===== src/rtl/countdown_min_sec_pkg.sv =====
// rtl/countdown_min_sec_pkg.sv - shared timer constants, types and digit clamping helpers
package countdown_min_sec_pkg;

    localparam logic [1:0] ST_IDLE  = 2'd0;
    localparam logic [1:0] ST_RUN   = 2'd1;
    localparam logic [1:0] ST_PAUSE = 2'd2;
    localparam logic [1:0] ST_DONE  = 2'd3;

    localparam logic [3:0] TENS_MAX  = 4'd5;
    localparam logic [3:0] UNITS_MAX = 4'd9;

    typedef struct packed {
        logic [3:0] tens;
        logic [3:0] units;
    } bcd_pair_t;

    function automatic logic [3:0] clamp_tens(input logic [3:0] d);
        return (d > TENS_MAX) ? TENS_MAX : d;
    endfunction

    function automatic logic [3:0] clamp_units(input logic [3:0] d);
        return (d > UNITS_MAX) ? UNITS_MAX : d;
    endfunction

endpackage


===== src/rtl/countdown_min_sec_if.sv =====
// rtl/countdown_min_sec_if.sv - control, setting and display bundle of the countdown timer
interface countdown_min_sec_if;
    logic       tick;
    logic       load;
    logic       start;
    logic       pause;
    logic [3:0] set_m1;
    logic [3:0] set_m0;
    logic [3:0] set_s1;
    logic [3:0] set_s0;
    logic [3:0] out_m1;
    logic [3:0] out_m0;
    logic [3:0] out_s1;
    logic [3:0] out_s0;
    logic       borrow;
    logic       done;
    logic       alarm;
    logic       running;

    modport master (
        output tick, load, start, pause, set_m1, set_m0, set_s1, set_s0,
        input  out_m1, out_m0, out_s1, out_s0, borrow, done, alarm, running
    );

    modport slave (
        input  tick, load, start, pause, set_m1, set_m0, set_s1, set_s0,
        output out_m1, out_m0, out_s1, out_s0, borrow, done, alarm, running
    );
endinterface


===== src/rtl/countdown_min_sec_bcd_down_digit_pair.sv =====
// rtl/countdown_min_sec_bcd_down_digit_pair.sv - combinational BCD tens:units decrementer
module bcd_down_digit_pair
    import countdown_min_sec_pkg::*;
(
    input  logic [3:0] tens,
    input  logic [3:0] units,
    input  logic       dec,
    output logic [3:0] next_tens,
    output logic [3:0] next_units,
    output logic       zero,
    output logic       borrow_out
);

    assign zero = (tens == 4'd0) && (units == 4'd0);

    always_comb begin
        next_tens  = tens;
        next_units = units;
        borrow_out = 1'b0;
        if (dec) begin
            if (units != 4'd0) begin
                next_units = units - 4'd1;
            end else if (tens != 4'd0) begin
                next_units = UNITS_MAX;
                next_tens  = tens - 4'd1;
            end else begin
                // 00 wraps to the top of the range and asks the next pair for a borrow
                next_units = UNITS_MAX;
                next_tens  = TENS_MAX;
                borrow_out = 1'b1;
            end
        end
    end

endmodule


===== src/rtl/countdown_min_sec.sv =====
// rtl/countdown_min_sec.sv - BCD mm:ss countdown timer with borrow, done and timed alarm
module countdown_min_sec
    import countdown_min_sec_pkg::*;
#(
    parameter int ALARM_TICKS = 3
) (
    input  logic                      clk,
    input  logic                      rst_n,
    countdown_min_sec_if.slave        bus
);

    localparam logic [3:0] ALARM_LAST = 4'(ALARM_TICKS - 1);

    logic [1:0] state, nx_state;
    logic [3:0] alarm_cnt, nx_alarm_cnt;
    bcd_pair_t  min_q, sec_q, nx_min, nx_sec;
    logic       nx_borrow, nx_done;

    logic [3:0] sec_nt, sec_nu, min_nt, min_nu;
    logic       sec_zero, sec_bout, min_zero, min_bout;

    bcd_down_digit_pair u_sec (
        .tens       (sec_q.tens),
        .units      (sec_q.units),
        .dec        (1'b1),
        .next_tens  (sec_nt),
        .next_units (sec_nu),
        .zero       (sec_zero),
        .borrow_out (sec_bout)
    );

    bcd_down_digit_pair u_min (
        .tens       (min_q.tens),
        .units      (min_q.units),
        .dec        (sec_bout),
        .next_tens  (min_nt),
        .next_units (min_nu),
        .zero       (min_zero),
        .borrow_out (min_bout)
    );

    always_comb begin
        nx_state     = state;
        nx_alarm_cnt = alarm_cnt;
        nx_min       = min_q;
        nx_sec       = sec_q;
        nx_borrow    = 1'b0;
        nx_done      = 1'b0;
        if (bus.load) begin
            nx_min.tens  = clamp_tens(bus.set_m1);
            nx_min.units = clamp_units(bus.set_m0);
            nx_sec.tens  = clamp_tens(bus.set_s1);
            nx_sec.units = clamp_units(bus.set_s0);
            nx_state     = ST_IDLE;
            nx_alarm_cnt = 4'd0;
        end else begin
            case (state)
                ST_IDLE: begin
                    if (bus.start && !(min_zero && sec_zero))
                        nx_state = ST_RUN;
                end
                ST_RUN: begin
                    if (bus.pause) begin
                        nx_state = ST_PAUSE;
                    end else if (bus.tick && !min_bout) begin
                        // min_bout only fires from 00:00, where there is nothing left to count
                        nx_sec    = '{tens: sec_nt, units: sec_nu};
                        nx_min    = '{tens: min_nt, units: min_nu};
                        nx_borrow = sec_bout;
                        if (min_zero && sec_q.tens == 4'd0 && sec_q.units == 4'd1) begin
                            nx_done  = 1'b1;
                            nx_state = ST_DONE;
                        end
                    end
                end
                ST_PAUSE: begin
                    if (bus.start)
                        nx_state = ST_RUN;
                end
                default: begin
                    if (bus.tick) begin
                        if (alarm_cnt >= ALARM_LAST) begin
                            nx_state     = ST_IDLE;
                            nx_alarm_cnt = 4'd0;
                        end else begin
                            nx_alarm_cnt = alarm_cnt + 4'd1;
                        end
                    end
                end
            endcase
        end
    end

    always_ff @(posedge clk or negedge rst_n) begin
        if (!rst_n) begin
            state       <= ST_IDLE;
            alarm_cnt   <= 4'd0;
            min_q       <= '0;
            sec_q       <= '0;
            bus.borrow  <= 1'b0;
            bus.done    <= 1'b0;
            bus.alarm   <= 1'b0;
            bus.running <= 1'b0;
        end else begin
            state       <= nx_state;
            alarm_cnt   <= nx_alarm_cnt;
            min_q       <= nx_min;
            sec_q       <= nx_sec;
            bus.borrow  <= nx_borrow;
            bus.done    <= nx_done;
            bus.alarm   <= (nx_state == ST_DONE);
            bus.running <= (nx_state == ST_RUN);
        end
    end

    assign bus.out_m1 = min_q.tens;
    assign bus.out_m0 = min_q.units;
    assign bus.out_s1 = sec_q.tens;
    assign bus.out_s0 = sec_q.units;

endmodule


===== src/flat_wrapper.sv =====
// flat-port wrapper written by rule: the top's interface ports become plain ports
module countdown_min_sec_flat import countdown_min_sec_pkg::*;
#(
    parameter int ALARM_TICKS = 3
)
  (clk, rst_n, bus_tick, bus_load, bus_start, bus_pause, bus_set_m1, bus_set_m0, bus_set_s1, bus_set_s0, bus_out_m1, bus_out_m0, bus_out_s1, bus_out_s0, bus_borrow, bus_done, bus_alarm, bus_running);
  countdown_min_sec_if bus_i ();
  input  logic clk;
  input  logic rst_n;
  input wire logic [$bits(bus_i.tick)-1:0] bus_tick;
  input wire logic [$bits(bus_i.load)-1:0] bus_load;
  input wire logic [$bits(bus_i.start)-1:0] bus_start;
  input wire logic [$bits(bus_i.pause)-1:0] bus_pause;
  input wire logic [$bits(bus_i.set_m1)-1:0] bus_set_m1;
  input wire logic [$bits(bus_i.set_m0)-1:0] bus_set_m0;
  input wire logic [$bits(bus_i.set_s1)-1:0] bus_set_s1;
  input wire logic [$bits(bus_i.set_s0)-1:0] bus_set_s0;
  output wire logic [$bits(bus_i.out_m1)-1:0] bus_out_m1;
  output wire logic [$bits(bus_i.out_m0)-1:0] bus_out_m0;
  output wire logic [$bits(bus_i.out_s1)-1:0] bus_out_s1;
  output wire logic [$bits(bus_i.out_s0)-1:0] bus_out_s0;
  output wire logic [$bits(bus_i.borrow)-1:0] bus_borrow;
  output wire logic [$bits(bus_i.done)-1:0] bus_done;
  output wire logic [$bits(bus_i.alarm)-1:0] bus_alarm;
  output wire logic [$bits(bus_i.running)-1:0] bus_running;
  assign bus_i.tick = bus_tick;
  assign bus_i.load = bus_load;
  assign bus_i.start = bus_start;
  assign bus_i.pause = bus_pause;
  assign bus_i.set_m1 = bus_set_m1;
  assign bus_i.set_m0 = bus_set_m0;
  assign bus_i.set_s1 = bus_set_s1;
  assign bus_i.set_s0 = bus_set_s0;
  assign bus_out_m1 = bus_i.out_m1;
  assign bus_out_m0 = bus_i.out_m0;
  assign bus_out_s1 = bus_i.out_s1;
  assign bus_out_s0 = bus_i.out_s0;
  assign bus_borrow = bus_i.borrow;
  assign bus_done = bus_i.done;
  assign bus_alarm = bus_i.alarm;
  assign bus_running = bus_i.running;
  countdown_min_sec #(.ALARM_TICKS(ALARM_TICKS)) u_core (.clk(clk), .rst_n(rst_n), .bus(bus_i));
endmodule

===== config.mk =====
export PLATFORM = sky130hd
export DESIGN_NAME = countdown_min_sec_flat
export DESIGN_NICKNAME = d
export VERILOG_FILES = /design/src/rtl/countdown_min_sec_pkg.sv /design/src/rtl/countdown_min_sec_if.sv /design/src/rtl/countdown_min_sec_bcd_down_digit_pair.sv /design/src/rtl/countdown_min_sec.sv /design/src/flat_wrapper.sv
export SDC_FILE = /design/constraint.sdc
export NUM_CORES = 1
export LEC_CHECK = 0
export BUFFER_PORTS_ARGS = -buffer_cell sky130_fd_sc_hd__buf_2
export CAP_MARGIN = 20
export CORE_MARGIN = 3
export CORE_UTILIZATION = 40
export CTS_BUF_LIST = sky130_fd_sc_hd__clkbuf_4 sky130_fd_sc_hd__clkbuf_8
export DETAILED_ROUTE_END_ITERATION = 6
export PLACE_DENSITY = 0.65
export SLEW_MARGIN = 20
export SYNTH_ARGS = -nofsm -noshare
export SYNTH_HDL_FRONTEND = slang
export SYNTH_SLANG_ARGS = --single-unit

===== constraint.sdc =====
create_clock -name clk -period 1.7 [get_ports clk]
set_input_delay 0.085 -clock clk [delete_from_list [all_inputs] [get_ports clk]]
set_output_delay 0.085 -clock clk [all_outputs]
set_load 0.02 [all_outputs]

==> metrics.cfg <==
[placed_design]
io_buffers = 41
pre_cts_slack_ns = -0.0623
gp_congestion = 0.887
dp_hpwl_mm = 3.12

[setup_path]
endpoint = u_core.bus.out_m1[3]
start_kind = register
reg2reg_to = u_core.bus.out_m1[3]
reg2reg_slack_ns = -0.02
arrival_ns = 1.89
cp-end-kind = register
path_class = register to register
startpoint = u_core.bus.out_m0[0]
reg2reg_from = u_core.bus.out_m0[0]
r2r_cells = 4
worstPathRequired_ns = 1.87
crit_fanout = 5

[clocking]
clock-sinks = 26
numCtsBuffers = 3
root_buffer = clkbuf_8
cts_buffer_depth = 2
clk_latency_ns = 0.27
h-tree-depth = 1
cts_tree = yes
clkTransAtPathRegs_ns = 0.10

[synth]
ys_ff_latch = 26
ys_seq_area_share_pct = 43.7
synth-main-ff-cell = dfrtp_1
synth_common_cells = 26 x dfrtp_1, 11 x nand2_1, 11 x nor2_1
ys.warnings.count = 0
syn_nets = 180
async_flop_share_pct = 100
yosys-top-cells-area = dfrtp_1 44%, o21ai_0 3.4%, a21oi_1 3.0%, nor4_4 2.9%, nand2_1 2.8%
synth_top_area_share_pct = 43.7
ys_types = 46
synth_edf_count = 0
synth.largest_area_cell = dfrtp_1
synth_cells = 156
avgSynthCellArea_um2 = 9.55
netlist_area_um2 = 1490
yosysMostFrequentCell = dfrtp_1

[routing]
firstDrtPassIters = 4
vias = 1544
vias_per_cell = 5.57
drt-initial-drc-count = 61
routedWlPerCell_um = 15.2
met2_length_mm = 2.07
route.met3.wl_um = 199
wl_met1_mm = 1.91
drt-total-wl_mm = 4.21
drtAntennaViolNets = 0
highest-signal-layer = met4
drc = 0

[layout]
drive_gt1_share_pct = 43.3
antenna_cells = 0
area_growth_pct = 43.8
nFillCells = 324
nets = 256

[run_status]
status = finished, violations left
violations = setup timing

[sta]
slew_headroom_pct = 60.3
fmax_mhz = 583
postLayoutSetupSlackWorst_ns = -0.0162
tightest_slew_ns = 0.595
hold_viol = 0
skew_ns = 0.00475
hold_ws_ns = 0.0345
drv_slew = 0
min_period_over_period_pct = 101
rsz0062_at_grt = true
min_period_ns = 1.72
setup_viol = 2

[min_path]
hp-start = bus_set_s0[1]
hold_class = input pin to register

[global_routing]
grt-ovfl-total = 0
first_global_vias = 1549
grt_start_max_net_pins = 27
grt.total_usage_pct = 20.6
antenna_found_initial = 0
grt_pass1_wl_mm = 7.11

[die]
ios = 42
dieWidth_um = 67.0
coreArea_um2 = 3470
start_util_pct = 43.0
fp.dieH_um = 67.0
row_count = 21
die-area_um2 = 4490

[power]
powerDensity_nw_per_um2 = 777
ir_drop_mv = 0.462
total_leakage_power_nw = 0.985

[flow_run]
drv_cap = 0

[report_power, final]
| part | internal, mW | total, mW | switching [mW] |
|---|---|---|---|
| Sequential | 0.665 | 0.712 | 0.0469 |
| Clock | 0.315 | 0.524 | 0.209 |
| Combinational | 0.188 | 0.429 | 0.241 |
[routing by layer]
layer	global-route usage, %	vias up
met3	2.19	4
met2	35.3	44
met5	0	-
met1	27.1	744
met4	6.08	0
li1	-	752
[registers in the layout, indices dropped and copies added (netlist names)]
name	flops
u_core.bus.running	1
u_core.bus.out_m1	4
u_core.bus.done	1
u_core.alarm_cnt	4
u_core.bus.alarm	1
u_core.bus.out_s1	4
u_core.bus.out_m0	4
u_core.bus.borrow	1
u_core.state	2
u_core.bus.out_s0	4
[cell families after synthesis]
| group | synth area share (%) |
|---|---|
| buf+inv | 3.36 |
| flops | 43.7 |
| simple gates | 28.3 |
| fa+ha+maj | 1.68 |
| mux | 2.02 |
| compound gates | 21.0 |
[through the flow]
step                TNS, ns  power [mW]  cell area (um^2)  utilization (%)  std cells
global route         -0.297        1.74              2140             61.8        277
global placement          0        1.10              1950             56.2        266
finish              -0.0231        1.66              2140             61.8        277
detailed placement   -0.142        1.11              1950             56.2        266
CTS                  -0.117        1.65              2070             59.7        275
floorplan            -0.215       0.921              1500                -        156
[critical path: stages (launching register included)]
cell     delay [ns]
dfrtp_2        0.43
nor4_4         0.42
nand4_1        0.16
or4_1          0.41
and3_1         0.19
[cell type report]
type / instances / area [um^2] / area share, %
clock buffers: 3 / 41.3 / 1.93
well taps: 46 / 57.6 / 2.69
inverters: 8 / 30.0 / 1.40
clock inverters: 1 / 30.0 / 1.40
flip-flops and latches: 26 / 657 / 30.6
repair buffers: 76 / 470 / 21.9
multi-input cells: 117 / 857 / 40.0
[cells in the final DEF, fill, tap and decap left out, drive strengths merged, types with 2 or more instances in the layout]
cell type,netlist,layout
nor3,6,6
or4,3,3
nor4,6,6
o21ai,13,13
nor3b,2,2
nand4,5,5
o31a,3,3
clkbuf,4,3
nand2,11,11
ha,2,2
and4,3,3
o31ai,3,3
a31oi,6,6
a2111oi,2,2
a211oi,2,2
or2,2,2
buf,1,75
nor2,11,11
nand3,3,3
mux2i,3,3
o21a,2,2
dfrtp,26,26
o311ai,2,2
nor2b,2,2
a21oi,9,9
and3,2,2
inv,8,8
[repair_timing]
action                                  4_1_cts  5_1_grt
endpoints found under the setup margin        6       15
buffers inserted                              4        3
pin swaps                                     0        9
hold endpoints to repair                     26        0
hold buffers                                  1        0
resized for setup                             2       14
[worst min path at each step]
stage / endpoint / slack [ns] / cells after the start
finish: u_core.bus.out_s0[1] / 0.03 / 2
detailed placement: u_core.bus.out_m1[1] / 0.13 / 1
floorplan: u_core.alarm_cnt[0] / -0.21 / 0
global route: u_core.bus.out_s0[1] / 0.03 / 2
global placement: u_core.bus.out_m1[2] / 0.12 / 1
CTS: u_core.bus.out_s0[1] / 0.03 / 2
No activity file was read; power rests on OpenSTA's default activity.
